`config.mk`:
```
export PLATFORM = sky130hd
export DESIGN_NAME = dpr_be
export DESIGN_NICKNAME = d
export VERILOG_FILES = /design/src/rtl/dpr_pkg.sv /design/src/rtl/dpr_init_seq.sv /design/src/rtl/dpr_be.sv
export SDC_FILE = /design/constraint.sdc
export NUM_CORES = 1
export LEC_CHECK = 0
export BUFFER_PORTS_ARGS = -buffer_cell sky130_fd_sc_hd__clkbuf_2
export CORE_MARGIN = 1
export CORE_UTILIZATION = 51
export CTS_CLUSTER_SIZE = 28
export DETAILED_ROUTE_END_ITERATION = 12
export PLACE_DENSITY = 0.8
export SYNTH_ARGS = -nofsm -noshare
export SYNTH_HDL_FRONTEND = slang
export SYNTH_HIERARCHICAL = 1
export SYNTH_SLANG_ARGS = --single-unit
```
`constraint.sdc`:
```
create_clock -name clk -period 4.1 [get_ports clk]
set_clock_uncertainty 0.2 [all_clocks]
set_input_delay 0.41 -clock clk [delete_from_list [all_inputs] [get_ports clk]]
set_output_delay 0.41 -clock clk [all_outputs]
set_load 0.01 [all_outputs]
```
`src/rtl/dpr_pkg.sv`:
```
// Shared types, constants and helpers for the dpr_be dual-port RAM.
package dpr_pkg;

  // Initialisation sequencer states: sweeping the array, or serving ports.
  typedef enum logic {
    CLEAR = 1'b0,
    IDLE  = 1'b1
  } state_t;

  // Read-during-write result selection for a same-address collision.
  localparam int RDW_OLD = 0;
  localparam int RDW_NEW = 1;

  // Byte-lane merge: take the new byte when its enable is set, else keep the old one.
  // Applied lane by lane for both the array write and the write-through bypass,
  // so both paths always agree on what a partial write produces.
  function automatic logic [7:0] merge_byte(input logic [7:0] old_b,
                                            input logic [7:0] new_b,
                                            input logic       en);
    return en ? new_b : old_b;
  endfunction

endpackage

```
`src/rtl/dpr_init_seq.sv`:
```
// Zero-initialisation sequencer: sweeps every word after reset and on a clr request.
module dpr_init_seq
  import dpr_pkg::*;
#(
  parameter int ADD_W = 4
) (
  input  logic             clk,
  input  logic             rst_n,
  input  logic             clr,
  output logic             busy,
  output logic             sweep_we,
  output logic [ADD_W-1:0] sweep_add
);

  state_t           state;
  logic [ADD_W-1:0] cnt;

  // Sweep FSM: one zero write per cycle; the all-ones terminal compare ends the
  // sweep, so the counter never wraps back into address 0 while still clearing.
  // NOTE: sequential state uses non-blocking assignments so every flop samples pre-edge values.
  always_ff @(posedge clk or negedge rst_n) begin
    if (!rst_n) begin
      state <= CLEAR;
      cnt   <= '0;
      busy  <= 1'b1;
    end else begin
      case (state)
        CLEAR: begin
          if (&cnt) begin
            state <= IDLE;
            cnt   <= '0;
            busy  <= 1'b0;
          end else begin
            cnt <= cnt + 1'b1;
          end
        end
        IDLE: begin
          if (clr) begin
            state <= CLEAR;
            cnt   <= '0;
            busy  <= 1'b1;
          end
        end
      endcase
    end
  end

  assign sweep_we  = (state == CLEAR);
  assign sweep_add = cnt;

endmodule

```
`src/rtl/dpr_be.sv`:
```
// Simple dual-port RAM: byte-enabled write port A, read port B with 1 or 2
// cycles of latency, selectable read-during-write result, and a built-in
// zero sweep after reset or on clr.
module dpr_be
  import dpr_pkg::*;
#(
  parameter int DATA_W   = 16,
  parameter int ADD_W    = 4,
  parameter int RD_LAT   = 1,
  parameter int RDW_MODE = 0
) (
  input  logic                clk,
  input  logic                rst_n,
  input  logic                a_we,
  input  logic [DATA_W/8-1:0] a_be,
  input  logic [ADD_W-1:0]    a_add,
  input  logic [DATA_W-1:0]   a_din,
  input  logic                b_re,
  input  logic [ADD_W-1:0]    b_add,
  output logic [DATA_W-1:0]   b_dout,
  output logic                b_valid,
  input  logic                clr,
  output logic                busy
);

  localparam int BE_W  = DATA_W / 8;
  localparam int DEPTH = 2 ** ADD_W;

  logic             sweep_we;
  logic [ADD_W-1:0] sweep_add;

  dpr_init_seq #(.ADD_W(ADD_W)) u_init_seq (
    .clk       (clk),
    .rst_n     (rst_n),
    .clr       (clr),
    .busy      (busy),
    .sweep_we  (sweep_we),
    .sweep_add (sweep_add)
  );

  // Port strobes are only honoured once the sweep has finished.
  logic wr_en;
  logic rd_en;
  assign wr_en = a_we & ~busy;
  assign rd_en = b_re & ~busy;

  logic [DATA_W-1:0] mem [DEPTH];
  logic [DATA_W-1:0] old_a;
  logic [DATA_W-1:0] old_b;
  logic [DATA_W-1:0] wr_word;
  logic [DATA_W-1:0] rd_word;
  logic              collide;

  assign old_a = mem[a_add];
  assign old_b = mem[b_add];

  // Merged write word: enabled lanes from a_din, the rest from the stored word.
  always_comb begin
    wr_word = old_a;
    for (int i = 0; i < BE_W; i++) begin
      wr_word[8*i +: 8] = merge_byte(old_a[8*i +: 8], a_din[8*i +: 8], a_be[i]);
    end
  end

  // Same-address collision forwards the merged word only in write-through mode.
  assign collide = wr_en & (a_add == b_add);
  assign rd_word = ((RDW_MODE == RDW_NEW) && collide) ? wr_word : old_b;

  // Array write port: sweep zeros take priority (port A is gated off while busy anyway).
  // NOTE: the storage array has no reset; the sweep sequencer is what zeroes it.
  always_ff @(posedge clk) begin
    if (sweep_we) begin
      mem[sweep_add] <= '0;
    end else if (wr_en) begin
      mem[a_add] <= wr_word;
    end
  end

  logic              rd_valid1;
  logic [DATA_W-1:0] rd_data1;

  // First read stage: capture on an accepted read, otherwise hold the last word.
  always_ff @(posedge clk or negedge rst_n) begin
    if (!rst_n) begin
      rd_valid1 <= 1'b0;
      rd_data1  <= '0;
    end else begin
      rd_valid1 <= rd_en;
      if (rd_en) begin
        rd_data1 <= rd_word;
      end
    end
  end

  generate
    if (RD_LAT == 2) begin : g_lat2
      logic              rd_valid2;
      logic [DATA_W-1:0] rd_data2;

      // Optional output register stage for timing-critical consumers.
      always_ff @(posedge clk or negedge rst_n) begin
        if (!rst_n) begin
          rd_valid2 <= 1'b0;
          rd_data2  <= '0;
        end else begin
          rd_valid2 <= rd_valid1;
          if (rd_valid1) begin
            rd_data2 <= rd_data1;
          end
        end
      end

      assign b_dout  = rd_data2;
      assign b_valid = rd_valid2;
    end else begin : g_lat1
      assign b_dout  = rd_data1;
      assign b_valid = rd_valid1;
    end
  endgenerate

endmodule

```
==> impl_metrics.tcl, run 1 <==
set metrics [dict create \
    p_leak_nw 4.61 \
    status "finished, final reports clean" \
    cts_num_sinks 279 \
    slew_headroom 0.161 \
    die-area_um2 22500 \
    r2r-end "mem[12][0]$_DFFE_PP_" \
    cp.required_ns 4.02 \
    synth_top_cell_area_share 0.688 \
    synth_edf_count 256 \
    path_cells "inv_1 > nor3b_4 > mux2_1 > nor3_1" \
    pre_cts_ws_ns 0.846 \
    fin_ws_ns 0.844 \
    syn-cell-area_um2 11200 \
    cp-endpoint "mem[12][0]$_DFFE_PP_" \
    start_kind "register" \
    intPower_mw 5.31 \
    first_pass_iters 5 \
    setup_viol 0 \
    synth_cells 707 \
    synth_area_leaders "edfxtp_1 69%, mux2i_1 12%, dfrtp_1 4.9%" \
    drive_above_1_share 0.139 \
    ys_seq_area_frac 0.739 \
    vias 6179 \
    synth-seq-cells 279 \
    synth_nets 739 \
    drc_errors 0 \
    cp_slowest_cell "nor3_1" \
    r2r_setup_slack_ns 0.84 \
    post-route-period-util 0.794 \
    rr_startpoint "u_init_seq/state$_DFF_PN0_" \
    wl_mm 23.3 \
    overflow 0 \
    async_flop_share 0.0824 \
    startpoint "u_init_seq/state$_DFF_PN0_" \
    grt_pass1_wl_mm 35.5 \
    crit_type "register to register" \
    finalHoldViolCount 0 \
    p_sw_mw 1.92 \
    slew_viol_final 0 \
    cap_violations 0 \
    grt_pass1_vias 6311 \
    switching_share 0.266 \
    worst_pin_slew_ns 1.25 \
    synth_top_area_cell "edfxtp_1" \
    cts_buffer_depth 3 \
    wl_per_cell_um 22.0 \
    synth_commonest_cells "256 x edfxtp_1, 132 x mux2i_1, 62 x nand2_1, 38 x nand3_1, 36 x a22oi_1" \
    ys_types 31 \
    max-vdd-ir-drop_v 0.000400 \
    clock.fmax_mhz 307 \
    grt_max_degree 58 \
    cts_resized 0 \
    slowest_delay_ns 1.02 \
    area_growth_pct 12.1 \
    track_usage 0.213 \
    antenna_found_initial 0 \
    power_density_nw_per_um2 578 \
    ant_nets 0 \
    clock_latency_ns 0.51 \
    path_clk_slew_ns 0.06 \
    num_antenna_cells 0 \
    reg2reg_depth 4 \
    drt-initial-drc-count 523 \
    period_needed_ns 3.26 \
    die_w_um 150 \
    ys_warn_count 6 \
    critPathArrivalTime_ns 3.18 \
    routed_via_density 5.85 \
    p_clk_frac 0.300 \
    cts_tree "done" \
    post_cts_buffers 0 \
    port_buffers 48 \
    synth.most_common_cell "edfxtp_1" \
    power_frac_comb 0.163 \
    cts_buffers 24 \
    fillers 1508 \
    syn_avg_cell_area_um2 15.8 \
    crit_fanout 11 \
    root_buffer "clkbuf_16" \
    cts_max_level 1 \
    pwr-share-seq 0.537 \
    hold_class "input port to register" \
    hpwlAfterDp_mm 14.8 \
    final_nets 797 \
    setup-tns-final_ns 0 \
    synth_ff_type "edfxtp_1" \
    initial_core_util 0.525 \
    power_mw 7.24 \
    critical_path.endpoint_type "register" \
    rows 53 \
    io_pins 49 \
    cts_hold_buffers 2 \
    rsz0062_at_grt "false" \
    die_h_um 150 \
    gp_congestion 0.790 \
    coreArea_um2 21300 \
]
[worst max-delay path: cells and delay by family, from the launching register on]
| kind | cells | cell delay (ns) |
|---|---|---|
| multiplexers | 1 | 0.54 |
| AND/OR/NAND/NOR | 2 | 1.47 |
| buffers and inverters | 1 | 0.16 |
| flip-flops | 1 | 0.50 |
[stage by stage]
stage	util	hold slack (ns)	instance area, µm²	cells
after floorplan	-	-0.0856	11200	707
after detailed placement	0.553	0.271	11800	1012
after global routing	0.589	0.265	12500	1057
final	0.589	0.240	12500	1057
after CTS	0.589	0.223	12500	1057
after global placement	0.553	0.263	11800	1012
[cells by family after synthesis]
family                   count (synthesis)  share of synthesized area
buffers and inverters                   41                     0.0168
AO/OA/AOI/OAI                           63                     0.0376
AND/OR/NAND/NOR                        187                     0.0822
adder cells (fa/ha/maj)                  1                    0.00112
flip-flops                             279                      0.739
multiplexers                           136                      0.123
[power by group through the flow]
stage               registers, mW  clock network [mW]  logic (mW)
CTS                          3.89                2.18        1.19
finish                       3.89                2.17        1.18
global route                 3.93                2.29        1.28
floorplan                    3.91                   0       0.736
detailed placement           3.94                   0        1.17
global placement             3.93                   0        1.13
[layout by cell type (no fill, tap or decap), types with 7 or more instances in the layout]
cell       synthesis  layout
dfrtp_1           22      22
and2_1            17      17
clkbuf_2           0      47
a22oi_1           36      36
clkbuf_1          21       7
nand2_1           62      62
nand4_1           12      12
clkbuf_16          0      25
nand3_1           38      38
nor3_1            32      32
nor2_1            10       9
mux2i_1          132     132
edfxtp_1         256     256
a21oi_1           20      20
nor2b_1           11       9
buf_4              0      19
[worst min path at each step]
stage	from	endpoint	depth (start not counted)
finish	b_add[3]	b_dout[8]$_DFFE_PN0P_	5
global route	b_add[3]	b_dout[13]$_DFFE_PN0P_	5
CTS	b_add[3]	b_dout[13]$_DFFE_PN0P_	5
detailed placement	b_dout[9]$_DFFE_PN0P_	b_dout[9]$_DFFE_PN0P_	2
global placement	b_dout[10]$_DFFE_PN0P_	b_dout[10]$_DFFE_PN0P_	2
floorplan	rst_n	b_dout[0]$_DFFE_PN0P_	0
[flip-flops by register name, indices dropped and copies added (netlist names)]
signal,flops
u_init_seq/state,1
u_init_seq/sweep_add,4
b_dout,16
mem,256
b_valid,1
u_init_seq/busy,1
[final cells by class]
| class | count | area (µm²) | share of cell area |
|---|---|---|---|
| Clock inverter | 11 | 97.6 | 0.00779 |
| Sequential cell | 279 | 8260 | 0.659 |
| Clock buffer | 32 | 652 | 0.0520 |
| Tap cell | 275 | 344 | 0.0275 |
| Timing Repair Buffer | 70 | 429 | 0.0342 |
| Multi-Input combinational cell | 387 | 2730 | 0.218 |
| Inverter | 3 | 11.3 | 0.000899 |
[per-layer routing]
layer	share of wire	vias to the layer above	GRT usage
met5	0	-	0
met1	0.42	3077	0.284
met4	0.020	0	0.0626
met3	0.059	42	0.0287
met2	0.50	231	0.366
li1	-	2829	-
Power figures use the tool's default switching activity.
==> run 2, diff against run 1 <==
- PLACE_DENSITY: 0.8 -> 0.83
- clock period: 4.1 -> 2.8 ns (I/O delays scaled with it)
==> impl_metrics.tcl, run 2 (synthesized netlist as in run 1, its figures left out) <==
set metrics [dict create \
    status "complete, but fails checks" \
    violations "setup timing" \
    wl_per_cell_um 22.3 \
    vias 6491 \
    track_usage 0.221 \
    clock_latency_ns 0.52 \
    rsz0062_at_grt "true" \
    period_needed_ns 2.89 \
    start_kind "register" \
    antenna_found_initial 0 \
    max-vdd-ir-drop_v 0.000671 \
    fin_ws_ns -0.0882 \
    startpoint "u_init_seq/busy$_DFFE_PN1P_" \
    setup_viol 88 \
    holdPathEnd "mem[7][4]$_DFFE_PP_" \
    path_cells "nor2b_2 > nor3b_4 > buf_4 > mux2i_1 > nor3_1 > buf_4" \
    routed_via_density 5.93 \
    intPower_mw 8.05 \
    pwr-share-seq 0.517 \
    cts_num_sinks 279 \
    final_common_cell "edfxtp_1" \
    regMostFlops "mem" \
    cp_slowest_cell "mux2i_1" \
    grt_pass1_wl_mm 36.4 \
    cts_tree "done" \
    slew_viol_final 0 \
    reg2reg_depth 6 \
    hold_slack_ns 0.106 \
    hold_start "a_din[4]" \
    post-route-period-util 1.03 \
    overflow 0 \
    mostFrequentLayoutCells "256 x edfxtp_1, 131 x mux2i_1, 62 x nand2_1" \
    path_clk_slew_ns 0.07 \
    cp.required_ns 2.88 \
    hold_depth 3 \
    ant_nets 0 \
    num_antenna_cells 0 \
    critPathArrivalTime_ns 2.96 \
    cts_max_level 1 \
    drt-initial-drc-count 646 \
    finalHoldViolCount 0 \
    hpwlAfterDp_mm 15.5 \
    power_density_nw_per_um2 850 \
    pre_cts_ws_ns -0.170 \
    die-area_um2 22500 \
    cap_violations 0 \
    p_leak_nw 4.85 \
    p_clk_frac 0.306 \
    final_nets 834 \
    grt_pass1_vias 6328 \
    r2r-end "mem[9][10]$_DFFE_PP_" \
    die_h_um 150 \
    first_pass_iters 6 \
    wl_mm 24.4 \
    hold_class "input port to register" \
    root_buffer "clkbuf_16" \
    grt_max_degree 38 \
    gp_congestion 0.801 \
    area_growth_pct 15.8 \
    slew_headroom 0.244 \
    rr_startpoint "u_init_seq/busy$_DFFE_PN1P_" \
    p_sw_mw 2.96 \
    crit_fanout 12 \
    port_buffers 48 \
    io_pins 49 \
    crit_type "register to register" \
    switching_share 0.269 \
    worst_pin_slew_ns 1.13 \
    cts_buffers 25 \
    initial_core_util 0.525 \
    cts_buffer_depth 3 \
    critical_path.endpoint_type "register" \
    r2r_setup_slack_ns -0.09 \
    largest_reg_flops 256 \
    drc_errors 0 \
    slowest_delay_ns 0.82 \
    crit_top_cell "buf_4" \
    clock.fmax_mhz 346 \
    die_w_um 150 \
    power_frac_comb 0.177 \
    drive_above_1_share 0.204 \
    rows 53 \
    coreArea_um2 21300 \
]
## run 2: final cells by class
class | instances | area [µm²]
well taps | 275 | 344
clock inverters | 12 | 139
inverters | 3 | 11.3
clock buffers | 32 | 672
multi-input cells | 387 | 2800
flip-flops and latches | 279 | 8260
fillers | 1427 | 8340
repair buffers | 106 | 712
## run 2: repair_timing
| item | CTS | global route |
|---|---|---|
| buffers inserted | 0 | 1 |
| hold endpoints to repair | 27 | 0 |
| gates resized for setup | 5 | 9 |
| endpoints found under the setup margin | 192 | 208 |
| hold buffers | 2 | 0 |
## run 2: metrics by stage
step | area (µm²) | instances | total power, mW | utilization | TNS (ns)
after global placement | 12000 | 1047 | 7.52 | 0.566 | 0
after detailed placement | 12000 | 1047 | 7.63 | 0.566 | -7.67
after CTS | 12900 | 1093 | 11.0 | 0.606 | -11.04
after floorplan | 11200 | 707 | 6.81 | - | 0
after global routing | 12900 | 1094 | 11.4 | 0.608 | -10.12
final | 12900 | 1094 | 11.0 | 0.608 | -4.04
## run 2: worst max-delay path, delay by kind of cell, from the launching register on
family                 cells  cell delay [ns]
multiplexers               1             0.82
AND/OR/NAND/NOR            3             0.71
buffers and inverters      2             0.51
flip-flops                 1             0.40
## run 2: how the worst max path moves through the flow
stage                                 endpoint  slack, ns
final                     mem[9][10]$_DFFE_PP_      -0.09
after global routing      mem[2][11]$_DFFE_PP_      -0.18
after CTS                 mem[0][12]$_DFFE_PP_      -0.12
after detailed placement   mem[1][9]$_DFFE_PP_      -0.17
after global placement     mem[3][0]$_DFFE_PP_       0.08
after floorplan           mem[11][0]$_DFFE_PP_       0.13
## run 2: power groups by stage
stage / registers (mW) / clock network, mW / logic (mW)
after floorplan: 5.73 / 0 / 1.08
after global placement: 5.75 / 0 / 1.78
after detailed placement: 5.78 / 0 / 1.85
after CTS: 5.69 / 3.39 / 1.89
after global routing: 5.75 / 3.54 / 2.09
final: 5.69 / 3.37 / 1.95
## run 2: routing by layer
layer	wire [µm]	track usage	share of wire
met4	617	0.0742	0.025
met3	2220	0.0348	0.091
met2	11800	0.362	0.49
met5	0	0	0
met1	9710	0.301	0.40
